`config.mk`:
```
export PLATFORM = sky130hd
export DESIGN_NAME = textmem_arb
export DESIGN_NICKNAME = d
export VERILOG_FILES = /design/src/rtl/textmem_pkg.sv /design/src/rtl/textmem_arb.sv
export SDC_FILE = /design/constraint.sdc
export NUM_CORES = 1
export LEC_CHECK = 0
export CAP_MARGIN = 30
export CORE_AREA = 4 4 104 106
export CTS_CLUSTER_SIZE = 12
export DETAILED_ROUTE_END_ITERATION = 12
export DIE_AREA = 0 0 108 110
export DONT_BUFFER_PORTS = 1
export PLACE_DENSITY = 0.37
export SYNTH_ARGS = -nofsm -noshare
export SYNTH_HDL_FRONTEND = slang
export SYNTH_SLANG_ARGS = --single-unit
```
`constraint.sdc`:
```
create_clock -name clk_i -period 5.35 [get_ports clk_i]
set_input_delay 0.8025 -clock clk_i [delete_from_list [all_inputs] [get_ports clk_i]]
set_output_delay 0.8025 -clock clk_i [all_outputs]
set_load 0.01 [all_outputs]
```
`src/rtl/textmem_pkg.sv`:
```
// Shared types and defaults for the text-memory arbiter between video refresh and CPU.
package textmem_pkg;

    typedef enum logic [1:0] {
        S_IDLE = 2'd0,
        S_VID  = 2'd1,
        S_CPU  = 2'd2
    } arb_state_t;

    localparam int TIMEOUT_DEF = 255;
    localparam int STARVE_DEF  = 64;

    // Counter width able to hold max_val, never narrower than min_w.
    function automatic int cnt_width(input int max_val, input int min_w);
        return ($clog2(max_val + 1) > min_w) ? $clog2(max_val + 1) : min_w;
    endfunction

endpackage

```
`src/rtl/textmem_arb.sv`:
```
// Arbitrates the shared text memory between the video refresh fetch and the CPU,
// with CPU anti-starvation and a per-grant ack timeout.
module textmem_arb
    import textmem_pkg::*;
#(
    parameter int TIMEOUT = TIMEOUT_DEF,
    parameter int STARVE  = STARVE_DEF
) (
    input  logic        clk_i,
    input  logic        rst_i,

    input  logic        vid_cyc_i,
    input  logic [31:0] vid_adr_i,
    output logic [31:0] vid_dat_o,
    output logic        vid_ack_o,

    input  logic        cpu_cyc_i,
    input  logic        cpu_we_i,
    input  logic [3:0]  cpu_sel_i,
    input  logic [31:0] cpu_adr_i,
    input  logic [31:0] cpu_dat_i,
    output logic [31:0] cpu_dat_o,
    output logic        cpu_ack_o,
    output logic        cpu_err_o,

    output logic        mem_cyc_o,
    output logic        mem_we_o,
    output logic [3:0]  mem_sel_o,
    output logic [31:0] mem_adr_o,
    output logic [31:0] mem_dat_o,
    input  logic [31:0] mem_dat_i,
    input  logic        mem_ack_i
);

    localparam int TW = cnt_width(TIMEOUT, 8);
    localparam int SW = cnt_width(STARVE, 1);

    arb_state_t      r_state;
    arb_state_t      w_next;
    logic [TW-1:0]   r_to_cnt;
    logic [SW-1:0]   r_wait_cnt;
    logic            w_starved;
    logic            w_timeout;
    logic            w_enter_cpu;

    assign w_starved   = (r_wait_cnt == SW'(STARVE));
    assign w_timeout   = (r_to_cnt == TW'(TIMEOUT));
    assign w_enter_cpu = (r_state != S_CPU) && (w_next == S_CPU);

    always_comb begin
        w_next = r_state;
        case (r_state)
            S_IDLE: begin
                if (vid_cyc_i && !w_starved)
                    w_next = S_VID;
                else if (cpu_cyc_i)
                    w_next = S_CPU;
            end
            S_VID: begin
                if (!vid_cyc_i || mem_ack_i || w_timeout)
                    w_next = S_IDLE;
            end
            S_CPU: begin
                if (!cpu_cyc_i || mem_ack_i || w_timeout)
                    w_next = S_IDLE;
            end
            default: w_next = S_IDLE;
        endcase
    end

    always_ff @(posedge clk_i or posedge rst_i) begin
        if (rst_i)
            r_state <= S_IDLE;
        else
            r_state <= w_next;
    end

    // Every grant is entered from S_IDLE, so clearing there covers grant entry.
    always_ff @(posedge clk_i or posedge rst_i) begin
        if (rst_i)
            r_to_cnt <= '0;
        else if (r_state == S_IDLE)
            r_to_cnt <= '0;
        else if (!mem_ack_i && !w_timeout)
            r_to_cnt <= r_to_cnt + TW'(1);
    end

    always_ff @(posedge clk_i or posedge rst_i) begin
        if (rst_i)
            r_wait_cnt <= '0;
        else if (!cpu_cyc_i || w_enter_cpu)
            r_wait_cnt <= '0;
        else if (r_state != S_CPU && !w_starved)
            r_wait_cnt <= r_wait_cnt + SW'(1);
    end

    always_comb begin
        mem_cyc_o = 1'b0;
        mem_we_o  = 1'b0;
        mem_sel_o = 4'h0;
        mem_adr_o = 32'h0;
        mem_dat_o = 32'h0;
        vid_ack_o = 1'b0;
        vid_dat_o = 32'h0;
        cpu_ack_o = 1'b0;
        cpu_err_o = 1'b0;
        cpu_dat_o = 32'h0;
        case (r_state)
            S_VID: begin
                mem_cyc_o = vid_cyc_i;
                mem_sel_o = 4'hF;
                mem_adr_o = vid_adr_i;
                // A timed-out refresh still completes, with blank data.
                vid_ack_o = mem_ack_i || w_timeout;
                vid_dat_o = (w_timeout && !mem_ack_i) ? 32'h0 : mem_dat_i;
            end
            S_CPU: begin
                mem_cyc_o = cpu_cyc_i;
                mem_we_o  = cpu_we_i;
                mem_sel_o = cpu_sel_i;
                mem_adr_o = cpu_adr_i;
                mem_dat_o = cpu_dat_i;
                cpu_ack_o = mem_ack_i;
                cpu_err_o = w_timeout && !mem_ack_i;
                cpu_dat_o = mem_dat_i;
            end
            default: ;
        endcase
    end

endmodule

```
After elaboration in Yosys (flattened, before gate mapping)
Index checks and enable logic that the tools add are counted.
{ "totals": {"regBits": 17, "input_bits": 138, "out_inout_bits": 137, "wordCells": 50} }
{ "classes": {"add_sub_neg": 2, "n_eq_ne": 6, "muxes": 20, "n_reduce_logical": 19} }
{ "ops": {"columns": ["op", "count"], "rows": [
  ["$mux 32", 4],
  ["$pmux 32 s2", 1],
  ["$mux 8", 2],
  ["$mux 7", 2],
  ["$add 8x1->8 const B", 1],
  ["$eq 8x8->1 const B", 1],
  ["$mux 2", 4],
  ["$pmux 4 s2", 1],
  ["$add 7x1->7 const B", 1],
  ["$eq 7x7->1 const B", 1],
  ["$logic_or 1x1->1", 6],
  ["$pmux 2 s3", 1],
  ["$logic_and 1x1->1", 5],
  ["$logic_not 1->1", 5],
  ["$eq 2x2->1 const B", 2],
  ["$mux 1", 4],
  ["$reduce_bool 2->1", 2],
  ["$eq 2x1->1 const B", 1],
  ["$logic_not 2->1", 1],
  ["$ne 2x2->1 const B", 1],
  ["$pmux 1 s2", 1]
]} }

Longest topological paths before layout
{ "logic_depth": {"depth_word": 9, "depth_mapped": 8, "ltp_nobuf": 7} }

Least setup slack after synthesis
Ideal clock, no wire load.
{ "synth_path": {"path_type": "register to output", "startpoint": "reg r_state[0]", "endpoint": "out mem_adr_o[13]", "arrival_ns": 1.641, "setup_slack_ns": 2.907, "path_stages_with_launch": 8, "cell_sequence": "dfrtp_1 -> inv_1 -> ha_1 -> buf_6 -> clkbuf_1 -> clkbuf_1 -> a22oi_1 -> nor2b_1"} }
{ "synth_via": {"elab_chain_len": 2, "elab_cells_between_ends": 3, "classes_between": "2 x eq/ne; 1 x mux"} }
{ "synth_rtl": {"columns": ["element", "line", "text"], "rows": [
  ["start: declaration", "textmem_arb.sv:38", "arb_state_t r_state;"],
  ["start signal: assignment", "textmem_arb.sv:75", "r_state <= w_next;"],
  ["$eq 2x2->1 / $eq 2x1->1 (equally long branches)", "textmem_arb.sv:108", "case (r_state)"],
  ["$pmux 32 s2 *", "textmem_arb.sv:108", null],
  ["end: declaration", "textmem_arb.sv:29", "output logic [31:0] mem_adr_o,"]
]} }
Mark *: on every way between the ends. The rest lies on a longest branch, timed or not.

Final worst setup path
{ "layout_path": {"startpoint": "reg r_state[0]", "endpoint": "out mem_cyc_o"} }
{ "layout_via": {"elab_chain_len": 2, "elab_cells_between_ends": 3, "classes_between": "2 x eq/ne; 1 x mux"} }
{ "layout_rtl": {"columns": ["element", "line", "text"], "rows": [
  ["$eq 2x2->1 / $eq 2x1->1 (equally long branches)", "textmem_arb.sv:108", null],
  ["$pmux 1 s2 *", "textmem_arb.sv:108", null],
  ["end: declaration", "textmem_arb.sv:26", "output logic mem_cyc_o,"]
]} }
Marked as above.

==> flow_metrics.py <==
metrics = {
    "clock_network": {
        "tritoncts": "yes",
        "ctsHtreeMaxLevel": 1,
        "clockBufferDepth": 2,
        "cts_hold_buf": 0,
        "cts_root_buf": "clkbuf_8",
        "cts_buffers": 3,
        "clock-sinks": 17,
        "path_clk_slew_ns": 0.08,
        "worst_skew_pair.late_latency_ns": 0.26,
        "post_cts_resized": 0,
        "cts_setup_buffers": 0,
    },
    "global_route": {
        "grt_pass1_vias": 1959,
        "grt_max_degree": 61,
        "grt_use_met2_pct": 24.2,
        "grtUsageTotal_pct": 17.3,
        "use_met3_pct": 7.75,
        "grt_overflow": 0,
        "grt.met1_usage_pct": 24.7,
        "busiest_layer": "met1",
        "antenna_found_initial": 11,
        "grt_pass1_wl_microns": 14300,
    },
    "final_layout": {
        "syn2layout_area_growth_pct": 6.89,
        "fillers": 1101,
        "multiInputGateArea_sq_um": 1690,
        "fin_nets": 423,
        "drive_gt1_share_pct": 6.14,
        "ff_latch_area_sq_um": 425,
    },
    "synth": {
        "synth-edff-count": 0,
        "syn-num-nets": 440,
        "synth.distinct_cells": 34,
        "yosys.area_share.adder_pct": 3.92,
        "synth_cells": 295,
        "synth.top_cell.area_share_pct": 27.5,
        "synth-simple-area-share_pct": 48.7,
        "yosys.area.top_type": "and2_1",
        "synth.cell_area_sq_um": 2230,
        "yosys_warnings": 0,
        "synthTopCellsByArea": "and2_1 27%, dfrtp_1 19%, a22oi_1 11%",
        "synth_area_per_cell_sq_um": 7.57,
        "ys_ff_latch": 17,
        "yosysSeqAreaShare_pct": 19.0,
        "synth_compound_area_share_pct": 17.3,
        "synth_top_cells_by_count": "98 x and2_1, 40 x nor2b_1, 34 x a22oi_1",
        "synth_top_family_by_area": "simple AND/OR/NAND/NOR gates",
        "synthXorXnorAreaFrac_pct": 5.10,
        "async_flop_share_pct": 100,
        "synthFlopType": "dfrtp_1",
        "yosysMostFrequentCell": "and2_1",
        "muxShareOfSynthArea_pct": 0.448,
    },
    "sta": {
        "finalCritPeriodShare_pct": 63.2,
        "hold_viol_final": 0,
        "tightest_slew_ns": 0.909,
        "setup-tns-final_ns": 0,
        "max_freq_mhz": 296,
        "relSlewSlack_pct": 39.4,
        "rsz0062_at_grt": "no",
        "maxSlewViolCount": 0,
        "setup_viol": 0,
        "hold_slack_ns": 0.556,
        "fin_crit_ns": 3.38,
        "skew_ns": 0.00696,
    },
    "power": {
        "p_per_area_nw_per_um2": 428,
        "leakagePower_nw": 0.884,
        "irDropWorstVdd_mv": 0.199,
    },
    "setup_path": {
        "path_max_fanout": 60,
        "startpoint": "r_state[0]",
        "worstPathArrival_ns": 2.58,
        "path_class": "reg2out",
        "crit_required_ns": 4.55,
        "end_kind": "output port",
        "cp-start-kind": "flip-flop",
        "timing.rr.start": "r_state[0]",
    },
    "floorplan": {
        "ios": 275,
        "row_count": 36,
        "die_w_microns": 108,
        "dieArea_sq_um": 11900,
        "dieHeight_microns": 110,
        "core_region_area_sq_um": 9770,
        "initial_core_util_pct": 22.8,
    },
    "outcome": {
        "outcome": "finished clean",
    },
    "detailed_routing": {
        "dr.pass1.iters": 5,
        "drtIter0Drc": 138,
        "via_per_inst": 5.10,
        "wl_per_cell_microns": 27.7,
        "vias": 2138,
        "drc": 0,
        "totalWireLength_microns": 11600,
        "ant_nets": 0,
    },
    "hold_path": {
        "hp-class": "in2async",
    },
    "placement": {
        "dp_hpwl_microns": 9940,
        "gp_congestion": 0.732,
        "portBuffers": 0,
    },
    "flow_run": {
        "cap_violations": 0,
    },
}
==> placed cells by master, fill, tap and decap left out, drive strengths merged, types with 3 or more instances in the layout <==
cell type  instances
a21oi              7
xnor2              6
clkbuf             3
dfrtp             17
nand3              3
a22oi             34
xor2               7
and2              98
nand4              3
ha                 7
nor2b             40
diode              9
inv                6
nor2              18
and3               4
nand2              6
==> stage by stage <==
stage               instance area (sq um)  setup slack (ns)  cells  power (mW)  utilization, %
floorplan                            2230              2.91    295       0.795               -
global placement                     2320              2.26    406       0.931            23.7
detailed placement                   2320              2.17    406       0.932            23.7
CTS                                  2360              1.97    410        1.04            24.2
global route                         2370              1.73    411        1.11            24.2
finish                               2390              1.97    419        1.02            24.4
==> sequential cells by signal, indices dropped and copies added (netlist names) <==
signal      flops
r_to_cnt        8
r_wait_cnt      7
r_state         2
==> kinds of logic (layout without fill, tap and decap cells) <==
logic type               count (synthesis)  count (layout)
buffers and inverters                   30              12
flip-flops                              17              17
AND/OR/NAND/NOR                        178             178
other                                    0               9
multiplexers                             1               1
AO/OA/AOI/OAI                           49              49
XOR/XNOR                                13              13
adder cells (fa/ha/maj)                  7               7
==> cell type report <==
class,instances,share of cell area [%]
Antenna cell,9,0.943
Clock buffer,3,1.73
Clock inverter,1,0.210
Inverter,6,0.943
Multi-Input combinational cell,248,70.8
Sequential cell,17,17.8
Tap cell,133,6.97
Timing Repair Buffer,2,0.629
==> path summary, 6_finish.rpt <==
check	end	slack (ns)	cells after the start
max	mem_cyc_o	1.97	5
min	r_state[1]	0.56	1
max reg2reg	r_wait_cnt[1]	2.16	8
min reg2reg	r_to_cnt[7]	0.56	2
max in group asynchronous	r_wait_cnt[4]	4.32	1
min in group clk_i	r_to_cnt[7]	0.56	2
==> routing by layer <==
metal / up-vias / wire (microns)
met4: 2 / 59
met2: 174 / 4960
met1: 1001 / 5140
met5: - / 13
li1: 955 / -
met3: 6 / 1430
==> worst max-delay path, stage by stage, from the launching register on <==
cell,delay [ns]
dfrtp_1,0.44
inv_1,0.11
ha_2,0.67
buf_4,0.52
a22oi_1,0.20
nor2b_1,0.35
==> power by group <==
part	internal (mW)	total (mW)	leakage [nW]	switching, mW
Clock	0.0518	0.100	0.0255	0.0485
Combinational	0.252	0.745	0.626	0.493
Sequential	0.149	0.177	0.232	0.0275
Total	0.453	1.02	0.884	0.569
Power figures use the tool's default switching activity.
